<file path="src/rtl/mips_pkg.sv">
// Shared types for the MIPS load/store unit: access sizes, FSM states and the
// byte-lane element used to build the big-endian memory word.
package mips_pkg;

   typedef enum logic [1:0] {
      SZ_BYTE  = 2'd0,
      SZ_HALF  = 2'd1,
      SZ_WORD  = 2'd2,
      SZ_DWORD = 2'd3
   } acc_size_t;

   typedef enum logic [1:0] {
      IDLE,
      READ_WAIT,
      WRITE,
      DONE
   } lsu_state_t;

   // One byte lane; a memory word is lane_t [0:NBYTES-1], lane 0 most significant.
   typedef logic [7:0] lane_t;

endpackage

</file>
<file path="src/rtl/mips_lsu_if.sv">
// Core-side request/response and memory-side signals of the load/store unit.
// master = data path plus memory model, slave = mips_lsu.
interface mips_lsu_if import mips_pkg::*; #(
   parameter int XLEN = 32
);
   localparam int NBYTES = XLEN / 8;

   logic               req_valid;
   logic               req_ready;
   logic               req_write;
   logic [1:0]         req_size;
   logic               req_signed;
   logic [XLEN-1:0]    req_addr;
   logic [XLEN-1:0]    req_wdata;
   logic               resp_valid;
   logic [XLEN-1:0]    resp_rdata;
   logic               resp_error;
   logic               busy;
   logic [XLEN-1:0]    mem_addr;
   lane_t [0:NBYTES-1] mem_data_out;
   lane_t [0:NBYTES-1] mem_data_in;
   logic               mem_write_en;

   modport master (
      output req_valid, req_write, req_size, req_signed, req_addr, req_wdata, mem_data_in,
      input  req_ready, resp_valid, resp_rdata, resp_error, busy,
             mem_addr, mem_data_out, mem_write_en
   );

   modport slave (
      input  req_valid, req_write, req_size, req_signed, req_addr, req_wdata, mem_data_in,
      output req_ready, resp_valid, resp_rdata, resp_error, busy,
             mem_addr, mem_data_out, mem_write_en
   );
endinterface

</file>
<file path="src/rtl/mips_lsu_align.sv">
// Combinational load extract/extend and store lane merge for one memory word.
module lsu_align import mips_pkg::*; #(
   parameter int XLEN = 32
) (
   input  lane_t [0:XLEN/8-1]        word_in,
   input  acc_size_t                 size,
   input  logic [$clog2(XLEN/8)-1:0] offset,
   input  logic                      is_signed,
   input  logic [XLEN-1:0]           wdata,
   output logic [XLEN-1:0]           load_data,
   output lane_t [0:XLEN/8-1]        store_word
);
   localparam int NBYTES = XLEN / 8;
   localparam int OW     = $clog2(NBYTES);

   logic [OW:0]     nbytes;
   logic [OW+3:0]   shamt;
   logic [XLEN-1:0] word;
   logic [XLEN-1:0] mask;
   logic [XLEN-1:0] field;

   // Lane 0 is the lowest address, so the addressed bytes sit
   // (NBYTES - offset - nbytes) lanes above bit 0 of the packed word.
   always_comb begin
      // NOTE: every output is assigned before any condition, so no latch is inferred.
      word      = word_in;
      nbytes    = (OW+1)'(1) << size;
      shamt     = {(OW+1)'(NBYTES) - {1'b0, offset} - nbytes, 3'b000};
      mask      = (XLEN'(1) << {nbytes, 3'b000}) - XLEN'(1);
      field     = (word >> shamt) & mask;
      load_data = field;
      if (is_signed && |(field & (mask ^ (mask >> 1)))) begin
         load_data = field | ~mask;
      end
      store_word = (word & ~(mask << shamt)) | ((wdata & mask) << shamt);
   end
endmodule

</file>
<file path="src/rtl/mips_lsu.sv">
// Load/store unit: request FSM, fixed read latency counter, read-modify-write
// for sub-word stores. Define MIPS_LSU_MISALIGN_TRAP_EN to reject misaligned accesses.
module mips_lsu import mips_pkg::*; #(
   parameter int XLEN        = 32,
   parameter int MEM_LATENCY = 1
) (
   input logic       clk,
   input logic       rst_b,
   mips_lsu_if.slave bus
);
   localparam int               NBYTES   = XLEN / 8;
   localparam int               OW       = $clog2(NBYTES);
   localparam int               CW       = $clog2(MEM_LATENCY + 1);
   localparam logic [CW-1:0]    CNT_INIT = CW'(MEM_LATENCY - 1);
   localparam acc_size_t        FULL_SZ  = acc_size_t'(OW);

   lsu_state_t         state_q, state_d;
   logic [CW-1:0]      cnt_q, cnt_d;
   acc_size_t          size_q, size_d;
   logic [OW-1:0]      off_q, off_d;
   logic               signed_q, signed_d;
   logic               write_q, write_d;
   logic               error_q, error_d;
   logic [XLEN-1:0]    wdata_q, wdata_d;
   logic [XLEN-1:0]    addr_q, addr_d;
   logic [XLEN-1:0]    rdata_q, rdata_d;
   lane_t [0:NBYTES-1] wbuf_q, wbuf_d;

   acc_size_t          req_sz;
   logic [OW-1:0]      align_mask;
   logic [OW-1:0]      req_off;
   logic               req_bad;
   logic [XLEN-1:0]    load_data;
   lane_t [0:NBYTES-1] store_word;

   // Request decode: effective size, lane offset and rejection.
   always_comb begin
      req_sz = acc_size_t'(bus.req_size);
      if (XLEN == 32 && req_sz == SZ_DWORD) begin
         req_sz = SZ_WORD;
      end
      align_mask = OW'((1 << req_sz) - 1);
`ifdef MIPS_LSU_MISALIGN_TRAP_EN
      req_off = bus.req_addr[OW-1:0];
      req_bad = (XLEN == 32 && bus.req_size == 2'd3) ||
                (|(bus.req_addr[OW-1:0] & align_mask));
`else
      req_off = bus.req_addr[OW-1:0] & ~align_mask;
      req_bad = 1'b0;
`endif
   end

   lsu_align #(.XLEN(XLEN)) u_align (
      .word_in    (bus.mem_data_in),
      .size       (size_q),
      .offset     (off_q),
      .is_signed  (signed_q),
      .wdata      (wdata_q),
      .load_data  (load_data),
      .store_word (store_word)
   );

   always_comb begin
      state_d  = state_q;
      cnt_d    = cnt_q;
      size_d   = size_q;
      off_d    = off_q;
      signed_d = signed_q;
      write_d  = write_q;
      error_d  = error_q;
      wdata_d  = wdata_q;
      addr_d   = addr_q;
      rdata_d  = rdata_q;
      wbuf_d   = wbuf_q;
      unique case (state_q)
         IDLE: begin
            if (bus.req_valid) begin
               size_d   = req_sz;
               off_d    = req_off;
               signed_d = bus.req_signed;
               write_d  = bus.req_write;
               error_d  = req_bad;
               wdata_d  = bus.req_wdata;
               addr_d   = {bus.req_addr[XLEN-1:OW], OW'(0)};
               if (req_bad) begin
                  state_d = DONE;
               end else if (bus.req_write && req_sz == FULL_SZ) begin
                  wbuf_d  = bus.req_wdata;
                  state_d = WRITE;
               end else begin
                  cnt_d   = CNT_INIT;
                  state_d = READ_WAIT;
               end
            end
         end
         READ_WAIT: begin
            if (cnt_q == '0) begin
               if (write_q) begin
                  wbuf_d  = store_word;
                  state_d = WRITE;
               end else begin
                  rdata_d = load_data;
                  state_d = DONE;
               end
            end else begin
               cnt_d = cnt_q - 1'b1;
            end
         end
         WRITE:   state_d = DONE;
         DONE:    state_d = IDLE;
         default: state_d = IDLE;
      endcase
   end

   always_ff @(posedge clk or negedge rst_b) begin
      // NOTE: sequential state uses non-blocking assignments so every flop samples pre-edge values.
      if (!rst_b) begin
         state_q  <= IDLE;
         cnt_q    <= '0;
         size_q   <= SZ_BYTE;
         off_q    <= '0;
         signed_q <= 1'b0;
         write_q  <= 1'b0;
         error_q  <= 1'b0;
         wdata_q  <= '0;
         addr_q   <= '0;
         rdata_q  <= '0;
         wbuf_q   <= '0;
      end else begin
         state_q  <= state_d;
         cnt_q    <= cnt_d;
         size_q   <= size_d;
         off_q    <= off_d;
         signed_q <= signed_d;
         write_q  <= write_d;
         error_q  <= error_d;
         wdata_q  <= wdata_d;
         addr_q   <= addr_d;
         rdata_q  <= rdata_d;
         wbuf_q   <= wbuf_d;
      end
   end

   // Strobes decode straight from the state flop, so reset drops them at once.
   assign bus.req_ready    = (state_q == IDLE);
   assign bus.busy         = (state_q != IDLE);
   assign bus.resp_valid   = (state_q == DONE);
   assign bus.mem_write_en = (state_q == WRITE);
   assign bus.resp_rdata   = rdata_q;
   assign bus.resp_error   = error_q;
   assign bus.mem_addr     = addr_q;
   assign bus.mem_data_out = wbuf_q;
endmodule

</file>
<file path="src/flat_wrapper.sv">
// flat-port wrapper written by rule: the top's interface ports become plain ports
module mips_lsu_flat import mips_pkg::*;
#(
   parameter int XLEN        = 32,
   parameter int MEM_LATENCY = 1
)
  (clk, rst_b, bus_req_valid, bus_req_write, bus_req_size, bus_req_signed, bus_req_addr, bus_req_wdata, bus_mem_data_in, bus_req_ready, bus_resp_valid, bus_resp_rdata, bus_resp_error, bus_busy, bus_mem_addr, bus_mem_data_out, bus_mem_write_en);
  mips_lsu_if #(.XLEN(XLEN)) bus_i ();
  input logic clk;
  input logic rst_b;
  input wire logic [$bits(bus_i.req_valid)-1:0] bus_req_valid;
  input wire logic [$bits(bus_i.req_write)-1:0] bus_req_write;
  input wire logic [$bits(bus_i.req_size)-1:0] bus_req_size;
  input wire logic [$bits(bus_i.req_signed)-1:0] bus_req_signed;
  input wire logic [$bits(bus_i.req_addr)-1:0] bus_req_addr;
  input wire logic [$bits(bus_i.req_wdata)-1:0] bus_req_wdata;
  input wire logic [$bits(bus_i.mem_data_in)-1:0] bus_mem_data_in;
  output wire logic [$bits(bus_i.req_ready)-1:0] bus_req_ready;
  output wire logic [$bits(bus_i.resp_valid)-1:0] bus_resp_valid;
  output wire logic [$bits(bus_i.resp_rdata)-1:0] bus_resp_rdata;
  output wire logic [$bits(bus_i.resp_error)-1:0] bus_resp_error;
  output wire logic [$bits(bus_i.busy)-1:0] bus_busy;
  output wire logic [$bits(bus_i.mem_addr)-1:0] bus_mem_addr;
  output wire logic [$bits(bus_i.mem_data_out)-1:0] bus_mem_data_out;
  output wire logic [$bits(bus_i.mem_write_en)-1:0] bus_mem_write_en;
  assign bus_i.req_valid = bus_req_valid;
  assign bus_i.req_write = bus_req_write;
  assign bus_i.req_size = bus_req_size;
  assign bus_i.req_signed = bus_req_signed;
  assign bus_i.req_addr = bus_req_addr;
  assign bus_i.req_wdata = bus_req_wdata;
  assign bus_i.mem_data_in = bus_mem_data_in;
  assign bus_req_ready = bus_i.req_ready;
  assign bus_resp_valid = bus_i.resp_valid;
  assign bus_resp_rdata = bus_i.resp_rdata;
  assign bus_resp_error = bus_i.resp_error;
  assign bus_busy = bus_i.busy;
  assign bus_mem_addr = bus_i.mem_addr;
  assign bus_mem_data_out = bus_i.mem_data_out;
  assign bus_mem_write_en = bus_i.mem_write_en;
  mips_lsu #(.XLEN(XLEN), .MEM_LATENCY(MEM_LATENCY)) u_core (.clk(clk), .rst_b(rst_b), .bus(bus_i));
endmodule
</file>
<file path="config.mk">
export PLATFORM = sky130hd
export DESIGN_NAME = mips_lsu_flat
export DESIGN_NICKNAME = d
export VERILOG_FILES = /design/src/rtl/mips_pkg.sv /design/src/rtl/mips_lsu_if.sv /design/src/rtl/mips_lsu_align.sv /design/src/rtl/mips_lsu.sv /design/src/flat_wrapper.sv
export SDC_FILE = /design/constraint.sdc
export NUM_CORES = 1
export LEC_CHECK = 0
export CORE_AREA = 2 2 171 173
export DETAILED_ROUTE_END_ITERATION = 8
export DIE_AREA = 0 0 173 175
export GPL_ROUTABILITY_DRIVEN = 0
export HOLD_SLACK_MARGIN = 0.08
export PLACE_DENSITY = 0.54
export SLEW_MARGIN = 20
export SYNTH_ARGS = -nofsm -noshare
export SYNTH_HDL_FRONTEND = slang
export SYNTH_SLANG_ARGS = --single-unit
</file>
<file path="constraint.sdc">
create_clock -name clk -period 3.7 [get_ports clk]
set_clock_uncertainty 0.15 [all_clocks]
set_input_delay 0.37 -clock clk [delete_from_list [all_inputs] [get_ports clk]]
set_output_delay 0.37 -clock clk [all_outputs]
set_load 0.005 [all_outputs]
</file>
==> flow_summary.json <==
{
  "drt_iter0_markers": 521,
  "area_growth_pct": 43.6,
  "vias_per_cell": 4.89,
  "max_freq_mhz": 290,
  "tightest_slew_ns": 1.04,
  "grt_pass1_wl_mm": 38.2,
  "critPathMaxFanout": 34,
  "period_minus_slack_ns": 3.44,
  "end_kind": "flop",
  "start_kind": "flop",
  "final_nets": 969,
  "htreeDepth": 4,
  "post-route-util_pct": 35.6,
  "synth_commonest_cells": "dfrtp_1 (134), nand2_1 (79), mux2_2 (67), o21ai_0 (46), mux2i_1 (34)",
  "synthArstFlopShare_pct": 100,
  "finalMaxSlewViolations": 0,
  "dp_hpwl_mm": 18.8,
  "synth_edf_count": 0,
  "tritoncts": "built",
  "setup_slack_ns": 0.257,
  "placed_area_um2": 9430,
  "routed_wl_mm": 25.2,
  "yosysMostFrequentCell": "dfrtp_1",
  "outcome": "completed",
  "port_buffers": 200,
  "synthFlopType": "dfrtp_1",
  "vias": 6112,
  "postSynthCellCount": 668,
  "vdd_ir_drop_max_mv": 0.707,
  "fp.dieW_um": 173,
  "syn_avg_cell_area_um2": 10.5,
  "grt_pass1_vias": 6154,
  "wl_met2_mm": 10.9,
  "finalCritPeriodShare_pct": 93.0,
  "drc": 0,
  "arrival_ns": 3.61,
  "numClockSinks": 134,
  "fin_setup_tns_ns": 0,
  "fin_hold_ws_ns": 0.328,
  "yosysUniqueCellTypes": 53,
  "synthTopCellsByArea": "dfrtp_1 (48%), mux2_2 (11%), mux2i_1 (4.8%)",
  "drive_above_1_share_pct": 14.9,
  "start_util_pct": 24.8,
  "cts_buffers": 17,
  "grt_max_degree": 86,
  "syn_area_um2": 7040,
  "chipHeight_um": 175,
  "p_leak_nw": 4.19,
  "synth_seq_cells": 134,
  "finalPower_mw": 10.4,
  "finalSetupViolCount": 0,
  "final_cells": 1251,
  "postLayoutCellArea_um2": 10100,
  "dieArea_um2": 30300,
  "path_class": "flop to flop",
  "boundaryPins": 204,
  "clkTransAtPathRegs_ns": 0.07,
  "final_antenna_net_count": 0,
  "antenna_found_initial": 3,
  "synth-seq-area-share_pct": 47.7,
  "clock_latency_ns": 0.43,
  "drt_first_pass_iters": 5,
  "drt-met1-wl_mm": 11.4,
  "wl_per_cell_um": 20.1,
  "cts_buffer_depth": 2,
  "cts-root-buf": "clkbuf_16",
  "ctsResizeCount": 0,
  "slew_headroom_pct": 30.2,
  "p_per_area_nw_per_um2": 1020,
  "yosys_warnings": 0,
  "netlist.top_cell.by_area": "dfrtp_1",
  "core_um2": 28400,
  "grt_overflow_total": 0,
  "rsz0062_at_grt": "no",
  "cp.required_ns": 3.87,
  "hold_violations": 0,
  "rows": 62,
  "dp_slack_ns": 0.275,
  "top_layer": "met5",
  "grt_usage_pct": 16.7,
  "hp-class": "flop to flop",
  "placed_cells": 1217,
  "met3WireLength_mm": 2.26,
  "synth_top_area_share_pct": 47.7,
  "rrSetupSlack_ns": 0.26,
  "maxCapViolCount": 0
}
==> cells in the final DEF (no fill, tap or decap), types with 8 or more instances in the layout <==
cell type        synthesis  routed
buf_4                    4      15
nor2_1                  14      14
nand2b_1                 8       8
dfrtp_1                134     134
mux2_2                  67      67
o21ai_0                 46      46
clkbuf_16                0      17
nor3_1                  25      25
nand2_1                 79      78
mux2i_1                 34      34
nor2b_1                 14      14
ha_1                    13      12
clkdlybuf4s50_1          0     199
a211oi_1                13      13
nand3_1                 19      19
a22oi_1                  8       8
inv_1                   11      11
a221o_1                 22      22
a21oi_1                 23      23
==> flip-flops by register name, summed over array words and instances (netlist names) <==
register	count
u_core.wdata_q	32
u_core.signed_q	1
u_core.bus.mem_data_out	32
u_core.bus.mem_addr	30
u_core.bus.resp_rdata	32
u_core.off_q	2
u_core.state_q	2
u_core.size_q	2
u_core.write_q	1
==> power breakdown <==
group | switching [mW] | leakage, nW | internal [mW] | total [mW]
Clock | 0.717 | 0.314 | 1.22 | 1.94
Sequential | 0.508 | 1.65 | 2.16 | 2.67
Combinational | 3.02 | 2.23 | 2.73 | 5.75
Total | 4.25 | 4.19 | 6.11 | 10.4
==> routing by layer <==
metal	vias to the layer above	track usage, %
li1	2824	-
met1	2965	22.3
met2	281	24.8
met3	40	6.24
met4	2	5.79
met5	-	0
==> path summary, 6_finish.rpt <==
| path | startpoint | endpoint | cells past startpoint |
|---|---|---|---|
| min in group asynchronous | rst_b | u_core.bus.mem_addr[10]$_DFFE_PN0P_ | 2 |
| worst max register to register | u_core.size_q[1]$_DFFE_PN0P_ | u_core.bus.mem_data_out[22]$_DFFE_PN0P_ | 11 |
| worst min-delay path | u_core.bus.mem_data_out[1]$_DFFE_PN0P_ | u_core.bus.mem_data_out[1]$_DFFE_PN0P_ | 2 |
| worst max-delay path | u_core.size_q[1]$_DFFE_PN0P_ | u_core.bus.mem_data_out[22]$_DFFE_PN0P_ | 11 |
| max in group asynchronous | rst_b | u_core.bus.mem_data_out[0]$_DFFE_PN0P_ | 3 |
| worst min register to register | u_core.bus.mem_data_out[1]$_DFFE_PN0P_ | u_core.bus.mem_data_out[1]$_DFFE_PN0P_ | 2 |
==> final cells by class <==
class / count / area [µm²]
Fill cell: 2881 / 18300
Multi-Input combinational cell: 472 / 3420
Sequential cell: 134 / 3350
Timing Repair Buffer: 217 / 2150
Tap cell: 384 / 480
Clock buffer: 18 / 439
Clock inverter: 14 / 221
Inverter: 11 / 41.3
Antenna cell: 1 / 2.50
==> repair_timing <==
item,CTS,global route
setup buffers,0,0
hold buffers,1,0
endpoints found under the hold margin,84,0
==> worst max-delay path: stages, from the launching register on <==
cell and delay, ns:
dfrtp_1 0.41, inv_1 0.10, ha_1 0.20, ha_1 0.27
inv_1 0.04, ha_1 0.63, buf_4 0.46, nand2b_1 0.12
a21oi_1 0.15, o21ai_0 0.11, and3_1 0.32, a221o_1 0.38
==> cells by family (layout without fill, tap and decap cells) <==
kind of cell | Yosys count | count (layout) | share of synthesized area [%]
and+or+nand+nor | 188 | 188 | 13.4
AOI/OAI and AO/OA | 164 | 164 | 16.5
DFF | 134 | 134 | 47.7
muxes | 101 | 101 | 15.6
buffers and inverters | 64 | 260 | 3.95
adders and majority gates | 13 | 13 | 2.31
xor gates and xnor gates | 3 | 3 | 0.605
other | 1 | 4 | 0.0533
Note: power is estimated with default switching activity, not from simulation.
